$ cat src/rtl/i2c_slave_core_pkg.sv
// i2c_slave_core_pkg
//   Shared definitions for the I2C target engine: FSM state encodings (4-bit)
//   and the bus-level ACK/NACK values.
package i2c_slave_core_pkg;

    typedef enum logic [3:0] {
        ST_IDLE      = 4'd0,
        ST_ADDR      = 4'd1,
        ST_ADDR_ACK  = 4'd2,
        ST_RX        = 4'd3,
        ST_RX_ACK    = 4'd4,
        ST_TX_LOAD   = 4'd5,
        ST_TX        = 4'd6,
        ST_TX_ACK    = 4'd7,
        ST_WAIT_STOP = 4'd8
    } state_t;

    localparam logic ACK  = 1'b0;
    localparam logic NACK = 1'b1;

endpackage

$ cat src/rtl/i2c_slave_core_if.sv
// i2c_slave_core_if
//   Bus pins (SCL/SDA levels in, open-drain enables out) plus the rx/tx byte
//   streams and status of the I2C target.
//   slave  : view taken by i2c_slave_core
//   master : view taken by whatever drives the pins and streams (bench/system)
interface i2c_slave_core_if;
    logic       scl_i;
    logic       sda_i;
    logic       scl_oe_o;
    logic       sda_oe_o;
    logic [7:0] rx_data_o;
    logic       rx_valid_o;
    logic       rx_ready_i;
    logic [7:0] tx_data_i;
    logic       tx_valid_i;
    logic       tx_ready_o;
    logic       busy_o;
    logic       rw_o;
    logic       stop_o;

    modport slave (
        input  scl_i, sda_i, rx_ready_i, tx_data_i, tx_valid_i,
        output scl_oe_o, sda_oe_o, rx_data_o, rx_valid_o, tx_ready_o,
               busy_o, rw_o, stop_o
    );

    modport master (
        output scl_i, sda_i, rx_ready_i, tx_data_i, tx_valid_i,
        input  scl_oe_o, sda_oe_o, rx_data_o, rx_valid_o, tx_ready_o,
               busy_o, rw_o, stop_o
    );
endinterface

$ cat src/rtl/i2c_slave_line_sync.sv
// i2c_slave_line_sync
//   2-FF synchroniser plus one history flop per pin. Edge/condition pulses are
//   derived from synced vs history, so everything is one clock wide.
//   i_clk, i_rst       : clock, async active-high reset (flops reset to 1 = idle bus)
//   i_scl, i_sda       : raw pin levels
//   o_scl, o_sda       : synchronised levels
//   o_scl_rise/fall    : SCL edge pulses
//   o_start, o_stop    : SDA fall / rise while SCL stays high
module i2c_slave_line_sync (
    input  logic i_clk,
    input  logic i_rst,
    input  logic i_scl,
    input  logic i_sda,
    output logic o_scl,
    output logic o_sda,
    output logic o_scl_rise,
    output logic o_scl_fall,
    output logic o_start,
    output logic o_stop
);
    logic [1:0] r_meta;   // {scl, sda}
    logic [1:0] r_sync;
    logic [1:0] r_hist;

    always_ff @(posedge i_clk or posedge i_rst) begin
        if (i_rst) begin
            r_meta <= 2'b11;
            r_sync <= 2'b11;
            r_hist <= 2'b11;
        end else begin
            r_meta <= {i_scl, i_sda};
            r_sync <= r_meta;
            r_hist <= r_sync;
        end
    end

    assign o_scl      = r_sync[1];
    assign o_sda      = r_sync[0];
    assign o_scl_rise =  r_sync[1] & ~r_hist[1];
    assign o_scl_fall = ~r_sync[1] &  r_hist[1];
    // SCL must be high both before and after the SDA edge to count as START/STOP
    assign o_start    = r_sync[1] & r_hist[1] & ~r_sync[0] &  r_hist[0];
    assign o_stop     = r_sync[1] & r_hist[1] &  r_sync[0] & ~r_hist[0];
endmodule

$ cat src/rtl/i2c_slave_core.sv
// i2c_slave_core
//   I2C target engine: decodes START/STOP/repeated START and a 7-bit address,
//   ACKs its own address, streams received bytes out and transmit bytes in,
//   and stretches SCL while waiting for a transmit byte (STRETCH_EN=1).
//   i2c_core_clock_i : clock, >= 8x SCL rate
//   reset_i          : async active-high reset
//   bus              : pins, rx/tx streams and status (i2c_slave_core_if.slave)
module i2c_slave_core
    import i2c_slave_core_pkg::*;
#(
    parameter logic [6:0] SLAVE_ADDR = 7'h50,
    parameter bit         STRETCH_EN = 1'b1
) (
    input  logic             i2c_core_clock_i,
    input  logic             reset_i,
    i2c_slave_core_if.slave  bus
);
    logic w_scl, w_sda, w_rise, w_fall, w_start, w_stop;

    i2c_slave_line_sync u_sync (
        .i_clk      (i2c_core_clock_i),
        .i_rst      (reset_i),
        .i_scl      (bus.scl_i),
        .i_sda      (bus.sda_i),
        .o_scl      (w_scl),
        .o_sda      (w_sda),
        .o_scl_rise (w_rise),
        .o_scl_fall (w_fall),
        .o_start    (w_start),
        .o_stop     (w_stop)
    );

    state_t     r_state, w_state_nx;
    logic [7:0] r_shift, w_shift_nx;
    logic [2:0] r_bitcnt, w_bitcnt_nx;
    logic [7:0] r_rx_data, w_rx_data_nx;
    logic       r_sda_oe, w_sda_oe_nx;
    logic       r_scl_oe, w_scl_oe_nx;
    logic       r_busy, w_busy_nx;
    logic       r_rw, w_rw_nx;
    logic       r_rx_valid, w_rx_valid_nx;
    logic       r_tx_ready, w_tx_ready_nx;
    logic       r_stop, w_stop_nx;
    logic       r_phase, w_phase_nx;   // ACK states: 0 = before 9th clock, 1 = during it
    logic       r_ack, w_ack_nx;       // ACK/NACK decided for the current rx byte
    logic [7:0] w_byte;

    // Byte as it stands once the bit sampled on this rise is shifted in
    assign w_byte = {r_shift[6:0], w_sda};

    always_ff @(posedge i2c_core_clock_i or posedge reset_i) begin
        if (reset_i) begin
            r_state    <= ST_IDLE;
            r_shift    <= 8'h00;
            r_bitcnt   <= 3'd0;
            r_rx_data  <= 8'h00;
            r_sda_oe   <= 1'b0;
            r_scl_oe   <= 1'b0;
            r_busy     <= 1'b0;
            r_rw       <= 1'b0;
            r_rx_valid <= 1'b0;
            r_tx_ready <= 1'b0;
            r_stop     <= 1'b0;
            r_phase    <= 1'b0;
            r_ack      <= ACK;
        end else begin
            r_state    <= w_state_nx;
            r_shift    <= w_shift_nx;
            r_bitcnt   <= w_bitcnt_nx;
            r_rx_data  <= w_rx_data_nx;
            r_sda_oe   <= w_sda_oe_nx;
            r_scl_oe   <= w_scl_oe_nx;
            r_busy     <= w_busy_nx;
            r_rw       <= w_rw_nx;
            r_rx_valid <= w_rx_valid_nx;
            r_tx_ready <= w_tx_ready_nx;
            r_stop     <= w_stop_nx;
            r_phase    <= w_phase_nx;
            r_ack      <= w_ack_nx;
        end
    end

    always_comb begin
        w_state_nx    = r_state;
        w_shift_nx    = r_shift;
        w_bitcnt_nx   = r_bitcnt;
        w_rx_data_nx  = r_rx_data;
        w_sda_oe_nx   = r_sda_oe;
        w_scl_oe_nx   = r_scl_oe;
        w_busy_nx     = r_busy;
        w_rw_nx       = r_rw;
        w_rx_valid_nx = 1'b0;
        w_tx_ready_nx = 1'b0;
        w_stop_nx     = 1'b0;
        w_phase_nx    = r_phase;
        w_ack_nx      = r_ack;

        // Bus conditions pre-empt any bit event in every state
        if (w_start) begin
            w_state_nx  = ST_ADDR;
            w_bitcnt_nx = 3'd0;
            w_sda_oe_nx = 1'b0;
            w_scl_oe_nx = 1'b0;
            w_busy_nx   = 1'b0;
            w_phase_nx  = 1'b0;
        end else if (w_stop) begin
            w_state_nx  = ST_IDLE;
            w_sda_oe_nx = 1'b0;
            w_scl_oe_nx = 1'b0;
            w_busy_nx   = 1'b0;
            w_phase_nx  = 1'b0;
            w_stop_nx   = 1'b1;
        end else begin
            case (r_state)
                ST_ADDR: if (w_rise) begin
                    w_shift_nx  = w_byte;
                    w_bitcnt_nx = r_bitcnt + 3'd1;
                    if (r_bitcnt == 3'd7) begin
                        if (w_byte[7:1] == SLAVE_ADDR) begin
                            w_rw_nx    = w_byte[0];
                            w_state_nx = ST_ADDR_ACK;
                        end else begin
                            w_state_nx = ST_WAIT_STOP;
                        end
                    end
                end
                // First fall opens the 9th clock (drive ACK), second fall closes it
                ST_ADDR_ACK: if (w_fall) begin
                    if (!r_phase) begin
                        w_sda_oe_nx = 1'b1;
                        w_busy_nx   = 1'b1;
                        w_phase_nx  = 1'b1;
                    end else begin
                        w_sda_oe_nx = 1'b0;
                        w_phase_nx  = 1'b0;
                        w_bitcnt_nx = 3'd0;
                        w_state_nx  = r_rw ? ST_TX_LOAD : ST_RX;
                    end
                end
                ST_RX: if (w_rise) begin
                    w_shift_nx  = w_byte;
                    w_bitcnt_nx = r_bitcnt + 3'd1;
                    if (r_bitcnt == 3'd7) begin
                        if (bus.rx_ready_i) begin
                            w_rx_data_nx  = w_byte;
                            w_rx_valid_nx = 1'b1;
                            w_ack_nx      = ACK;
                        end else begin
                            w_ack_nx      = NACK;
                        end
                        w_state_nx = ST_RX_ACK;
                    end
                end
                ST_RX_ACK: if (w_fall) begin
                    if (!r_phase) begin
                        w_sda_oe_nx = (r_ack == ACK);
                        w_phase_nx  = 1'b1;
                    end else begin
                        w_sda_oe_nx = 1'b0;
                        w_phase_nx  = 1'b0;
                        w_bitcnt_nx = 3'd0;
                        if (r_ack == ACK) begin
                            w_state_nx = ST_RX;
                        end else begin
                            w_state_nx = ST_WAIT_STOP;
                            w_busy_nx  = 1'b0;
                        end
                    end
                end
                // SCL is low here, so putting bit 7 on SDA immediately is safe
                ST_TX_LOAD: if (!w_scl) begin
                    if (bus.tx_valid_i) begin
                        w_shift_nx    = bus.tx_data_i;
                        w_tx_ready_nx = 1'b1;
                        w_scl_oe_nx   = 1'b0;
                        w_sda_oe_nx   = ~bus.tx_data_i[7];
                        w_bitcnt_nx   = 3'd0;
                        w_state_nx    = ST_TX;
                    end else if (STRETCH_EN) begin
                        w_scl_oe_nx   = 1'b1;
                    end else begin
                        w_shift_nx    = 8'hFF;
                        w_scl_oe_nx   = 1'b0;
                        w_sda_oe_nx   = 1'b0;
                        w_bitcnt_nx   = 3'd0;
                        w_state_nx    = ST_TX;
                    end
                end
                ST_TX: if (w_fall) begin
                    if (r_bitcnt == 3'd7) begin
                        w_sda_oe_nx = 1'b0;
                        w_state_nx  = ST_TX_ACK;
                    end else begin
                        w_shift_nx  = {r_shift[6:0], 1'b0};
                        w_bitcnt_nx = r_bitcnt + 3'd1;
                        w_sda_oe_nx = ~r_shift[6];
                    end
                end
                ST_TX_ACK: if (w_rise) begin
                    if (w_sda == ACK) begin
                        w_state_nx = ST_TX_LOAD;
                    end else begin
                        w_state_nx = ST_WAIT_STOP;
                        w_busy_nx  = 1'b0;
                    end
                end
                default: begin
                    // IDLE / WAIT_STOP: bus fully released
                    w_sda_oe_nx = 1'b0;
                    w_scl_oe_nx = 1'b0;
                end
            endcase
        end
    end

    assign bus.sda_oe_o   = r_sda_oe;
    assign bus.scl_oe_o   = r_scl_oe;
    assign bus.rx_data_o  = r_rx_data;
    assign bus.rx_valid_o = r_rx_valid;
    assign bus.tx_ready_o = r_tx_ready;
    assign bus.busy_o     = r_busy;
    assign bus.rw_o       = r_rw;
    assign bus.stop_o     = r_stop;
endmodule

$ cat src/flat_wrapper.sv
// flat-port wrapper written by rule: the top's interface ports become plain ports
module i2c_slave_core_flat import i2c_slave_core_pkg::*;
#(
    parameter logic [6:0] SLAVE_ADDR = 7'h50,
    parameter bit         STRETCH_EN = 1'b1
)
  (i2c_core_clock_i, reset_i, bus_scl_i, bus_sda_i, bus_rx_ready_i, bus_tx_data_i, bus_tx_valid_i, bus_scl_oe_o, bus_sda_oe_o, bus_rx_data_o, bus_rx_valid_o, bus_tx_ready_o, bus_busy_o, bus_rw_o, bus_stop_o);
  i2c_slave_core_if bus_i ();
  input  logic i2c_core_clock_i;
  input  logic reset_i;
  input wire logic [$bits(bus_i.scl_i)-1:0] bus_scl_i;
  input wire logic [$bits(bus_i.sda_i)-1:0] bus_sda_i;
  input wire logic [$bits(bus_i.rx_ready_i)-1:0] bus_rx_ready_i;
  input wire logic [$bits(bus_i.tx_data_i)-1:0] bus_tx_data_i;
  input wire logic [$bits(bus_i.tx_valid_i)-1:0] bus_tx_valid_i;
  output wire logic [$bits(bus_i.scl_oe_o)-1:0] bus_scl_oe_o;
  output wire logic [$bits(bus_i.sda_oe_o)-1:0] bus_sda_oe_o;
  output wire logic [$bits(bus_i.rx_data_o)-1:0] bus_rx_data_o;
  output wire logic [$bits(bus_i.rx_valid_o)-1:0] bus_rx_valid_o;
  output wire logic [$bits(bus_i.tx_ready_o)-1:0] bus_tx_ready_o;
  output wire logic [$bits(bus_i.busy_o)-1:0] bus_busy_o;
  output wire logic [$bits(bus_i.rw_o)-1:0] bus_rw_o;
  output wire logic [$bits(bus_i.stop_o)-1:0] bus_stop_o;
  assign bus_i.scl_i = bus_scl_i;
  assign bus_i.sda_i = bus_sda_i;
  assign bus_i.rx_ready_i = bus_rx_ready_i;
  assign bus_i.tx_data_i = bus_tx_data_i;
  assign bus_i.tx_valid_i = bus_tx_valid_i;
  assign bus_scl_oe_o = bus_i.scl_oe_o;
  assign bus_sda_oe_o = bus_i.sda_oe_o;
  assign bus_rx_data_o = bus_i.rx_data_o;
  assign bus_rx_valid_o = bus_i.rx_valid_o;
  assign bus_tx_ready_o = bus_i.tx_ready_o;
  assign bus_busy_o = bus_i.busy_o;
  assign bus_rw_o = bus_i.rw_o;
  assign bus_stop_o = bus_i.stop_o;
  i2c_slave_core #(.SLAVE_ADDR(SLAVE_ADDR), .STRETCH_EN(STRETCH_EN)) u_core (.i2c_core_clock_i(i2c_core_clock_i), .reset_i(reset_i), .bus(bus_i));
endmodule
$ cat config.mk
export PLATFORM = sky130hd
export DESIGN_NAME = i2c_slave_core_flat
export DESIGN_NICKNAME = d
export VERILOG_FILES = /design/src/rtl/i2c_slave_core_pkg.sv /design/src/rtl/i2c_slave_core_if.sv /design/src/rtl/i2c_slave_line_sync.sv /design/src/rtl/i2c_slave_core.sv /design/src/flat_wrapper.sv
export SDC_FILE = /design/constraint.sdc
export NUM_CORES = 1
export LEC_CHECK = 0
export BUFFER_PORTS_ARGS = -buffer_cell sky130_fd_sc_hd__buf_2
export CORE_MARGIN = 3
export CORE_UTILIZATION = 40
export DETAILED_ROUTE_END_ITERATION = 6
export PLACE_DENSITY = 0.59
export SLEW_MARGIN = 20
export SYNTH_ARGS = -nofsm -noshare
export SYNTH_HDL_FRONTEND = slang
export SYNTH_SLANG_ARGS = --single-unit
$ cat constraint.sdc
create_clock -name i2c_core_clock_i -period 2.2 [get_ports i2c_core_clock_i]
set_input_delay 0.55 -clock i2c_core_clock_i [delete_from_list [all_inputs] [get_ports i2c_core_clock_i]]
set_output_delay 0.55 -clock i2c_core_clock_i [all_outputs]
set_load 0.02 [all_outputs]
==> results.py <==
metrics = {
    "yosys": {
        "syn_inst": 197,
        "ys_seq_area_frac": 0.4571,
        "synth_fp_nets": 213,
        "ys_warn_count": 0,
        "synth_cell_types": 50,
        "yosys_most_used_dff": "dfrtp_1",
        "synthArstFlopShare": 1.000,
        "syn_area_per_cell_um2": 10.37,
        "synth_edf_count": 0,
        "syn-cell-area_mm2": 0.002042,
        "synth-seq-cells": 37,
    },
    "floorplanning": {
        "io_pins": 29,
        "row_count": 25,
        "die-height_um": 77.45,
        "die_x_um": 77.45,
        "core_mm2": 0.004817,
        "initial_core_util": 0.4239,
        "fp.dieArea_mm2": 0.005999,
    },
    "place": {
        "placed_cell_area_mm2": 0.002359,
        "port_buffers": 28,
        "dp_hpwl_um": 3537,
        "dp_slack_ns": -0.05354,
        "gp_congestion": 0.9254,
    },
    "global_route": {
        "antenna_found_initial": 0,
        "grtUsageTotal": 0.1760,
        "grt_max_degree": 38,
        "grt_pass1_wl_um": 8293,
        "grt_overflow_total": 0,
        "grt_pass1_vias": 1689,
    },
    "clocking": {
        "cts_buffers": 5,
        "cts_hold_buf": 0,
        "cts_tree": "built",
        "root_buffer": "clkbuf_8",
        "clock_latency_ns": 0.29,
        "htreeDepth": 2,
        "cts.clk_slew.worst_paths_ns": 0.07,
        "cts_sinks": 37,
        "clk_path_buf_depth": 2,
    },
    "drt": {
        "wl_um": 4905,
        "ant_nets": 0,
        "drc": 0,
        "firstDrtPassIters": 4,
        "routedWlPerCell_um": 15.82,
        "vias": 1705,
        "via_per_inst": 5.500,
        "drt_iter0_drc": 66,
    },
    "setup_path": {
        "critPathLaunchType": "flip-flop",
        "required_ns": 2.37,
        "r2r_cells": 5,
        "rrSetupSlack_ns": 0.15,
        "regToRegEndpoint": "u_core.r_state[0]",
        "cp_max_fo": 6,
        "cp-end-kind": "flip-flop",
        "cp-startpoint": "u_core.u_sync.r_hist[1]",
        "cp.arrival_ns": 2.22,
        "r2r_start": "u_core.u_sync.r_hist[1]",
        "critical_path_class": "flip-flop to flip-flop",
    },
    "status": {
        "outcome": "complete, no violations",
    },
    "sta": {
        "period_minus_slack_ns": 2.049,
        "final_hold_viol_count": 0,
        "period_share": 0.9312,
        "worst_slew_pin_slew_ns": 0.6735,
        "finalSetupViolations": 0,
        "rsz0062_at_grt": "no",
        "slew_headroom": 0.5472,
        "fmax_mhz": 488.1,
        "finalClockSkew_ns": 0.007787,
        "finalWorstSetupSlack_ns": 0.1513,
        "drv_slew": 0,
    },
    "power_and_ir_drop": {
        "power_frac_clock": 0.338,
        "internal_power_uw": 1277,
        "power_frac_comb": 0.169,
        "leakage_uw": 0.001157,
        "powerDensity_mw_per_mm2": 696.0,
        "p_sw_frac": 0.2620,
        "vdd_drop_max_v": 0.0004553,
        "p_seq_frac": 0.493,
        "p_switching_uw": 453.4,
    },
    "run": {
        "maxCapViolCount": 0,
    },
    "min_path": {
        "hp-class": "input port to async pin",
    },
    "cells_and_area": {
        "antennaDiodeCount": 0,
        "fin_area_mm2": 0.002486,
        "final_nets": 258,
        "layout-drive-gt1-share": 0.3621,
        "area.growth.synth_to_final_pct": 21.75,
    },
}
layout make-up:
class / count / area [um2]
Clock buffer: 6 / 72.57
Clock inverter: 2 / 38.79
Fill cell: 468 / 2331
Inverter: 9 / 33.78
Multi-Input combinational cell: 140 / 1025
Sequential cell: 37 / 934.6
Tap cell: 67 / 83.83
Timing Repair Buffer: 49 / 297.8
synthesized netlist by cell type, drive strengths merged, types with 2 or more instances:
cell type	number	area share
and3	3	0.0092
o211ai	2	0.0074
nand3	3	0.0074
nor3b	2	0.0074
dfstp	6	0.077
inv	9	0.017
clkbuf	6	0.011
nand3b	2	0.0074
nor4	2	0.017
ha	2	0.012
a21oi	11	0.027
o22ai	3	0.0092
dfrtp	31	0.38
o31ai	5	0.018
nor3	4	0.0098
nand2b	4	0.012
mux2i	6	0.029
nor2	11	0.020
xnor2	3	0.013
nor2b	6	0.023
o21ai	13	0.032
nand2	14	0.026
a311o	2	0.0098
o32ai	2	0.012
o21a	2	0.0074
buf	5	0.013
mux2	20	0.11
sequential cells by signal (all words and copies together), names as in the netlist, 2 cells and up:
signal	flops
u_core.r_shift	7
u_core.r_bitcnt	3
u_core.u_sync.r_hist	2
u_core.bus.rx_data_o	8
u_core.r_state	4
u_core.u_sync.r_sync	2
u_core.u_sync.r_meta	2
cells in the final DEF (no fill, tap or decap), drive strengths merged, types with 2 or more instances in the layout:
cell type  instances
nor4               2
nand3b             2
o211ai             2
nand2             14
and3               3
xnor2              3
nand3              3
nor2b              6
a21oi             11
o31ai              5
mux2              20
mux2i              6
dfrtp             31
nand2b             4
ha                 2
o22ai              3
clkbuf             6
a311o              2
nor3b              2
nor3               4
inv                9
nor2              11
dfstp              6
o21a               2
o32ai              2
buf               49
o21ai             13
power groups by stage:
stage / sequential, uW / clock, uW / combinational, uW
floorplan: 843 / 0 / 222
global placement: 868 / 0 / 282
detailed placement: 869 / 0 / 288
CTS: 855 / 608 / 292
global route: 869 / 631 / 333
finish: 853 / 584 / 292
repair_timing:
item                                    CTS  global route
pin swaps                                 1             1
endpoints found under the setup margin    6             7
setup buffers                             0             2
gates resized for setup                   1             1
metrics by stage:
step | util | TNS (ns) | cells | hold slack (ns) | power (uW)
global placement | 0.4896 | 0 | 300 | 0.3460 | 1149
CTS | 0.5130 | 0 | 308 | 0.3361 | 1754
floorplan | - | 0 | 197 | 0.3452 | 1066
global route | 0.5161 | 0 | 310 | 0.3319 | 1833
detailed placement | 0.4896 | -0.2998 | 300 | 0.3475 | 1157
finish | 0.5161 | 0 | 310 | 0.3535 | 1730
worst max-delay path by stage:
stage	end	slack, ns	cells after the start
finish	u_core.r_state[0]	0.15	5
CTS	u_core.r_shift[5]	0.04	4
floorplan	u_core.r_shift[0]	0.12	5
global placement	u_core.r_shift[0]	0.03	5
detailed placement	u_core.r_shift[5]	-0.05	5
global route	u_core.r_state[0]	0.003	8
logic make-up after synthesis:
family,after synthesis,share of synthesized area
xor+xnor,4,0.01716
buf+inv,20,0.04105
simple gates,58,0.1679
compound gates,50,0.1648
flops,37,0.4571
fa+ha+maj,2,0.01225
mux,26,0.1397
worst max-delay path, stage by stage (launching register included):
cell and delay [ns]:
dfstp_2 0.56, nor2b_2 0.31, o32ai_2 0.20, a211o_1 0.37, o21ai_1 0.15, mux2_2 0.34
routing by layer:
metal / up-vias / track usage / routed length [um]
li1: 811 / - / -
met1: 820 / 0.2378 / 2288
met2: 57 / 0.2617 / 2201
met3: 17 / 0.03712 / 240
met4: 0 / 0.09786 / 174
met5: - / 0 / 0
No activity file was read; power rests on OpenSTA's default activity.
